**src/rtl/ex_stage.sv**
```systemverilog
// Execute stage between ID/EX and EX/MEM: combinational ALU and branch resolution,
// plus an iterative shift-add multiplier that stalls ID/EX while it works.
module ex_stage #(
   parameter int WIDTH   = 32,
   parameter int MUL_BPC = 1
) (
   input  logic             clk,
   input  logic             reset,
   input  logic             in_valid,
   input  logic [31:0]      next_pc,
   input  logic [13:0]      opcode,
   input  logic [WIDTH-1:0] rgS1_data,
   input  logic [WIDTH-1:0] rgS2_data,
   input  logic [WIDTH-1:0] immed,
   input  logic             y_sel,
   input  logic [5:0]       control,
   input  logic [4:0]       rgD_index,
   output logic             stall,
   output logic             out_valid,
   output logic [WIDTH-1:0] alu_result,
   output logic [WIDTH-1:0] store_data,
   output logic [5:0]       control_out,
   output logic [4:0]       rgD_index_out,
   output logic             branch_taken,
   output logic [31:0]      branch_target
);

   localparam int STEPS = WIDTH / MUL_BPC;
   localparam int CW    = $clog2(STEPS + 1);
   localparam logic [CW-1:0] LAST = CW'(STEPS - 1);

   typedef enum logic [1:0] {IDLE, BUSY, DONE} state_t;

   state_t           state, state_next;
   logic [CW-1:0]    count;
   logic [WIDTH-1:0] mcand, mplier, product, mul_sum;
   logic [WIDTH-1:0] s2_hold;
   logic [5:0]       control_hold;
   logic [4:0]       rgd_hold;
   logic [3:0]       func;
   logic [WIDTH-1:0] b_op, alu_comb;
   logic             cond;
   logic             mul_start;

   assign func          = opcode[3:0];
   assign b_op          = y_sel ? immed : rgS2_data;
   assign mul_start     = (state == IDLE) && in_valid && (func == 4'h8);
   assign branch_target = next_pc + (32'(signed'(immed)) << 2);

   always_comb begin
      alu_comb = rgS1_data + b_op;
      cond     = 1'b0;
      case (func)
         4'h1: alu_comb = rgS1_data - b_op;
         4'h2: alu_comb = rgS1_data & b_op;
         4'h3: alu_comb = rgS1_data | b_op;
         4'h4: alu_comb = rgS1_data ^ b_op;
         4'h5: alu_comb = rgS1_data << b_op[4:0];
         4'h6: alu_comb = rgS1_data >> b_op[4:0];
         4'h7: alu_comb = {{(WIDTH-1){1'b0}}, ($signed(rgS1_data) < $signed(b_op))};
         4'h9: cond = (rgS1_data == rgS2_data);
         4'hA: cond = (rgS1_data != rgS2_data);
         default: ;
      endcase
   end

   // One multiplier step: add up to MUL_BPC shifted copies of the multiplicand.
   always_comb begin
      mul_sum = product;
      for (int j = 0; j < MUL_BPC; j++) begin
         if (mplier[j]) mul_sum = mul_sum + (mcand << j);
      end
   end

   always_ff @(posedge clk or negedge reset) begin
      if (!reset) begin
         state        <= IDLE;
         count        <= '0;
         mcand        <= '0;
         mplier       <= '0;
         product      <= '0;
         s2_hold      <= '0;
         control_hold <= '0;
         rgd_hold     <= '0;
      end else begin
         state <= state_next;
         case (state)
            IDLE: begin
               if (mul_start) begin
                  mcand        <= rgS1_data;
                  mplier       <= b_op;
                  product      <= '0;
                  count        <= '0;
                  s2_hold      <= rgS2_data;
                  control_hold <= control;
                  rgd_hold     <= rgD_index;
               end
            end
            BUSY: begin
               product <= mul_sum;
               mcand   <= mcand << MUL_BPC;
               mplier  <= mplier >> MUL_BPC;
               count   <= count + 1'b1;
            end
            default: ;
         endcase
      end
   end

   // DONE is never a MUL-detect point, so the still-held MUL opcode cannot restart it.
   always_comb begin
      state_next    = state;
      stall         = 1'b0;
      out_valid     = 1'b0;
      alu_result    = alu_comb;
      store_data    = rgS2_data;
      control_out   = '0;
      rgD_index_out = rgD_index;
      branch_taken  = 1'b0;
      case (state)
         IDLE: begin
            if (mul_start) begin
               state_next = BUSY;
               stall      = 1'b1;
            end else begin
               out_valid    = in_valid;
               control_out  = in_valid ? control : 6'd0;
               branch_taken = in_valid && control[4] && cond;
            end
         end
         BUSY: begin
            stall = 1'b1;
            if (count == LAST) state_next = DONE;
         end
         DONE: begin
            state_next    = IDLE;
            out_valid     = 1'b1;
            alu_result    = product;
            store_data    = s2_hold;
            control_out   = control_hold;
            rgD_index_out = rgd_hold;
         end
         default: state_next = IDLE;
      endcase
      if (!reset) begin
         stall        = 1'b0;
         out_valid    = 1'b0;
         control_out  = '0;
         branch_taken = 1'b0;
      end
   end

endmodule

```
**config.mk**
```make
export PLATFORM = sky130hd
export DESIGN_NAME = ex_stage
export DESIGN_NICKNAME = d
export VERILOG_FILES = /design/src/rtl/ex_stage.sv
export SDC_FILE = /design/constraint.sdc
export NUM_CORES = 1
export LEC_CHECK = 0
export CORE_MARGIN = 2
export CORE_UTILIZATION = 49
export DETAILED_ROUTE_END_ITERATION = 10
export PLACE_DENSITY_LB_ADDON = 0.3
export SLEW_MARGIN = 10
export SYNTH_ARGS = -nofsm -noshare
export SYNTH_HDL_FRONTEND = slang
export SYNTH_SLANG_ARGS = --single-unit
```
**constraint.sdc**
```tcl
create_clock -name clk -period 12 [get_ports clk]
set_clock_uncertainty 0.2 [all_clocks]
set_input_delay 1.8 -clock clk [delete_from_list [all_inputs] [get_ports clk]]
set_output_delay 1.8 -clock clk [all_outputs]
set_load 0.01 [all_outputs]
```
==> results of run 1 <==
[worst register-to-register path, delay by kind of cell, from the launching register on]
family | cells | cell delay (ns)
AOI/OAI and AO/OA | 7 | 1.90
and+or+nand+nor | 2 | 0.40
muxes | 1 | 0.24
adders and majority gates | 1 | 0.38
DFF | 1 | 0.44
[routing by layer]
layer  wire length [µm]  up-vias
met2              33010     1059
met4               2961        4
li1                   -     9188
met1              31270     9584
met5                 44        -
met3               7116      148
[power by group]
part,internal (W),switching (W)
Clock,0.000301,0.000247
Sequential,0.000662,0.000140
Combinational,0.000808,0.00106
[flip-flops by register name, summed over array words and instances, names as in the netlist]
name	flops
s2_hold	32
control_hold	6
product	32
rgd_hold	5
mcand	32
count	6
mplier	32
state	2
[area by class of cell]
cell class	instances	share of cell area
Timing Repair Buffer	298	0.1329
Inverter	102	0.01788
Tap cell	468	0.02717
Clock buffer	21	0.02136
Clock inverter	11	0.005398
Sequential cell	147	0.1707
Multi-Input combinational cell	2067	0.6247
[cells by family after synthesis]
group                    share of synthesized area
AND/OR/NAND/NOR                             0.2171
AO/OA/AOI/OAI                               0.2659
buffers and inverters                      0.05712
adder cells (fa/ha/maj)                     0.1144
multiplexers                               0.08803
flip-flops                                  0.2033
XOR/XNOR                                   0.05421
[worst paths after layout]
path,to,slack [ns],depth (start not counted)
hold / removal,s2_hold[13]$_DFFE_PN0P_,0.28,2
setup reg to reg,product[29]$_DFFE_PN0P_,8.31,11
min in group asynchronous,control_hold[2]$_DFFE_PN0P_,1.19,1
max in group asynchronous,mcand[4]$_DFFE_PN0P_,9.01,2
hold reg to reg,s2_hold[13]$_DFFE_PN0P_,0.28,2
setup / recovery,alu_result[0],2.34,18
[per-stage QoR]
step | hold WS [ns] | cell area, µm² | instances | power [W] | util
floorplan | 0.2455 | 18090 | 2469 | 0.002055 | -
global placement | 0.2571 | 20980 | 3082 | 0.002562 | 0.5744
detailed placement | 0.2621 | 20980 | 3082 | 0.002621 | 0.5744
CTS | 0.2775 | 21560 | 3114 | 0.003179 | 0.5902
global route | 0.3016 | 21560 | 3114 | 0.003437 | 0.5902
finish | 0.2763 | 21560 | 3114 | 0.003214 | 0.5902
[cells in the mapped netlist, drive strengths merged (5+ instances only)]
cell type  count  share of area
a2111oi        5         0.0035
a211oi        17         0.0073
a21o          39          0.016
a21oi        165          0.046
a221o          7         0.0039
a221oi        32          0.016
a22oi          8         0.0033
a31o           5         0.0024
a31oi         24         0.0083
and2           8         0.0028
and3          10         0.0035
buf           43          0.013
clkbuf       110          0.023
dfrtp        147           0.20
ha           159           0.11
inv          101          0.021
mux2i        144          0.081
mux4           5         0.0062
nand2        421          0.087
nand2b        24         0.0083
nand3         56          0.016
nand4         19         0.0066
nand4b         5         0.0024
nor2         266          0.055
nor2b         16         0.0059
nor3          39          0.011
nor3b          8         0.0033
nor4          14         0.0048
o2111ai        7         0.0034
o211ai        28          0.012
o21a          23         0.0095
o21ai        195          0.054
o21bai        21         0.0087
o221a         27          0.017
o221ai        13         0.0063
o22ai         52          0.018
o311ai         5         0.0024
o31a           6         0.0029
o31ai         15         0.0071
o32ai          7         0.0034
or2            5         0.0017
or3            8         0.0028
or4            6         0.0025
xnor2         80          0.039
xor2          32          0.015
==> flow_summary.toml, run 1 <==
[layout]
final_nets = 2953
drive_gt1_frac = 0.05707
area_growth_pct = 19.13
multi_input_area_um2 = 13470
regArea_um2 = 3679
layout_common_cells = "nand2_1, nor2_1, clkdlybuf4s50_1, o21ai_0, a21oi_1"
num_antenna_cells = 0
fillCellCount = 3373
final_common_cell = "nand2_1"

[yosys]
yosysSeqAreaShare = 0.2033
syn_nets = 2789
synthCells = 2469
ys_seq_elements = 147
synth_warnings = 0
syn_area_um2 = 18090
yosysUniqueCellTypes = 88
ys.flop_type = "dfrtp_1"
async_flop_share = 1.000
synth_edf_count = 0
syn_avg_cell_area_um2 = 7.328

[clock_network]
clk_latency_ns = 0.46
cts.clk_slew.worst_paths_ns = 0.06
root_buffer = "clkbuf_16"
cts_hold_buf = 0
post_cts.repair.setup_buffers = 0
cts_buffer_depth = 2
htreeDepth = 4
clock_sinks = 147
cts_resized = 0
cts_tree = "yes"
cts-buffers-inserted = 17

[pwr]
peakVddDrop_mv = 0.1801
p_leak_nw = 9.510
p_per_area_nw_per_um2 = 149.1

[floorplan]
io_pins = 267
core_area_um2 = 36520
initial_core_util = 0.4954
die_w_um = 196.2
die-area_um2 = 38480
rows = 70
dieHeight_um = 196.2

[route]
drc = 0
post_drt_wl_per_cell_um = 23.89
antenna_left = 0
vias_per_cell = 6.417
wl_mm = 74.41
dr_total_vias = 19983
dr.pass1.iters = 6
first_iter_violations = 2104

[sta]
tns_ns = 0
max_freq_mhz = 103.5
finalSetupViolCount = 0
timing.final.crit_share = 0.8049
hold_viol = 0
max_slew_margin = 0.1982
finalCriticalPeriod_ns = 9.659
finalWorstSetupSlack_ns = 2.341
rsz0062_at_grt = "false"
slew_viol_final = 0
worst_slew_pin_slew_ns = 1.200

[worst_setup_path]
worstPathRequired_ns = 10.00
start_kind = "input port"
cp_top_family = "compound AO/OA/AOI/OAI gates"
worstPathBufferInverterCount = 5
cp_max_fo = 36
cp_cell_sequence = "buf_2, mux2i_4, buf_4, inv_4, ha_1, inv_1, fa_1, and2b_1, o21a_1, o21a_1, o21ai_2, o32ai_1, a311oi_2, o31ai_2, a21boi_1, o21ai_0, a31oi_1, clkdlybuf4s50_1"
crit_start = "y_sel"
cp_slowest_stage_delay_ns = 0.84
cpMostUsedCell = "o21a_1"
r2r-start = "product[8]$_DFFE_PN0P_"
crit_slowest_cell = "buf_2"
arrival_ns = 7.66
crit_type = "input port to output port"
cp-end-kind = "output port"

[placed_design]
gp_congestion = 1.035
io_buffers = 252
place_ws_ns = 2.489
dp_hpwl_mm = 56.05

[grt]
grt_start_max_net_pins = 85
grt_pass1_wl_mm = 112.5
grt_pass1_vias = 19015
gr-max-usage-layer = "met2"
gr-usage-met1 = 0.5098
overflow = 0
antenna_found_initial = 1
grt_use_total = 0.3805
grt_use_met3 = 0.07100
use_met2 = 0.6045

[outcome]
status = "finished, final reports clean"

[job]
cap_violations = 0

[worst_hold_path]
min_from = "s2_hold[13]$_DFFE_PN0P_"
hp-class = "flip-flop to flip-flop"
No activity file was read; power rests on OpenSTA's default activity.
==> inputs of run 2 (changes only) <==
- clock period: 12 -> 8.45 ns (I/O delays scaled with it)
==> run 2 against run 1 <==
  * Flip-flop and latch count unchanged
  * Clock power grew 44%
  * Worst setup slack got worse by 1.6 ns
  * Core utilization increased by 0.59 points
  * Cell count increased by 0.93%
  * Via count increased by 1.5%
  * Critical path type unchanged
==> flow_summary.toml, run 2 (synthesized netlist as in run 1, its figures left out) <==
[sta]
worst_slew_pin_slew_ns = 1.002
hold_viol = 0
finalWorstSetupSlack_ns = 0.7380
max_slew_margin = 0.3285
slew_viol_final = 0
tns_ns = 0
rsz0062_at_grt = "false"
holdWs_ns = 0.2770
timing.final.crit_share = 0.9127
finalCriticalPeriod_ns = 7.712
finalSetupViolCount = 0
max_freq_mhz = 129.7

[worst_setup_path]
worstPathRequired_ns = 6.98
start_kind = "input port"
arrival_ns = 6.24
cp_max_fo = 22
cp-end-kind = "output port"
crit_start = "y_sel"
r2r-start = "product[0]$_DFFE_PN0P_"
crit_type = "input port to output port"

[route]
antenna_left = 0
routed.top_layer = "met4"
first_iter_violations = 1896
post_drt_wl_per_cell_um = 24.79
drc = 0
dr.pass1.iters = 6
wl_met1_mm = 31.77
vias_per_cell = 6.453
wl_met2_mm = 34.06
wl_met3_mm = 8.765
dr_total_vias = 20282
wl_mm = 77.92

[grt]
grt_pass1_wl_mm = 117.6
antenna_found_initial = 1
overflow = 0
grt_use_total = 0.4017
grt_pass1_vias = 19591
grt_start_max_net_pins = 86

[floorplan]
initial_core_util = 0.4954
io_pins = 267
die-area_um2 = 38480
die_w_um = 196.2
rows = 70
core_area_um2 = 36520
dieHeight_um = 196.2

[pwr]
p_sw_frac = 0.4468
p_switching_w = 0.002070
peakVddDrop_mv = 0.2950
power_frac_clock = 0.170
p_leak_nw = 9.639
p_per_area_nw_per_um2 = 212.8
comb_power_share = 0.580
p_int_w = 0.002563
p_seq_frac = 0.250

[placed_design]
io_buffers = 252
place_ws_ns = 0.7863
dp_hpwl_mm = 59.44
dp_cells = 3109
gp_congestion = 1.052

[layout]
fillCellCount = 3386
layout_common_cells = "nand2_1, nor2_1, clkdlybuf4s50_1, o21ai_0, a21oi_1"
area_growth_pct = 20.33
final_common_cell = "nand2_1"
stdcell_count = 3143
drive_gt1_frac = 0.06622
final_nets = 2980

[outcome]
status = "finished, final reports clean"

[clock_network]
cts.clk_slew.worst_paths_ns = 0.06
post_cts.repair.setup_buffers = 0
clock_sinks = 147
cts_hold_buf = 0
cts_buffer_depth = 2
root_buffer = "clkbuf_16"
cts_tree = "yes"
clk_latency_ns = 0.47
htreeDepth = 4
cts_resized = 0
cts-buffers-inserted = 17

[worst_hold_path]
hp-class = "flip-flop to flip-flop"
min_from = "s2_hold[13]$_DFFE_PN0P_"

[job]
cap_violations = 0
## run 2: area by class of cell
type	instances	area (µm²)	share of cell area
tap	468	585.6	0.02690
sequential	147	3679	0.1690
multi-input combinational	2067	13460	0.6181
timing repair buffer	325	3067	0.1409
clock buffer	20	436.7	0.02006
clock inverter	12	156.4	0.007184
inverter	102	385.4	0.01770
antenna	2	5.005	0.0002299
## run 2: worst max-delay path, cell delays in order
cell,delay (ns)
buf_2,0.38
buf_4,0.46
mux2i_4,0.35
inv_4,0.06
ha_1,0.20
inv_1,0.07
fa_1,0.22
and2b_1,0.18
o21a_1,0.21
o21a_1,0.24
o21ai_2,0.11
o32ai_1,0.30
a311oi_2,0.18
buf_4,0.19
o31ai_2,0.34
a21boi_1,0.16
o21ai_0,0.49
a31oi_1,0.27
clkdlybuf4s50_1,0.55
## run 2: routing by layer
| layer | vias to the layer above | GRT usage |
|---|---|---|
| li1 | 9242 | - |
| met1 | 9762 | 0.5350 |
| met2 | 1113 | 0.6197 |
| met3 | 165 | 0.09575 |
| met4 | 0 | 0.1779 |
| met5 | - | 0 |
## run 2: power by group through the flow
stage	Combinational (W)	Sequential [W]	Clock, W
2_1_floorplan	0.00184	0.00108	0
3_3_place_gp	0.00254	0.00115	0
3_5_place_dp	0.00261	0.00115	0
4_1_cts	0.00263	0.00115	0.000800
5_1_grt	0.00294	0.00118	0.000823
6_report	0.00269	0.00116	0.000788
## run 2: through the flow
step	power, W	instance area [µm²]	util
detailed placement	0.003767	21170	0.5798
global placement	0.003684	21170	0.5798
finish	0.004634	21770	0.5961
global route	0.004945	21770	0.5961
CTS	0.004575	21770	0.5960
floorplan	0.002918	18090	-
## run 2: final timing paths
check / depth (start not counted) / to / slack (ns)
worst min-delay path: 2 / s2_hold[13]$_DFFE_PN0P_ / 0.28
max in group asynchronous: 2 / mcand[10]$_DFFE_PN0P_ / 5.99
worst max register to register: 12 / product[30]$_DFFE_PN0P_ / 4.76
min in group asynchronous: 1 / rgd_hold[2]$_DFFE_PN0P_ / 0.65
worst max-delay path: 19 / alu_result[0] / 0.74
worst min register to register: 2 / s2_hold[13]$_DFFE_PN0P_ / 0.28
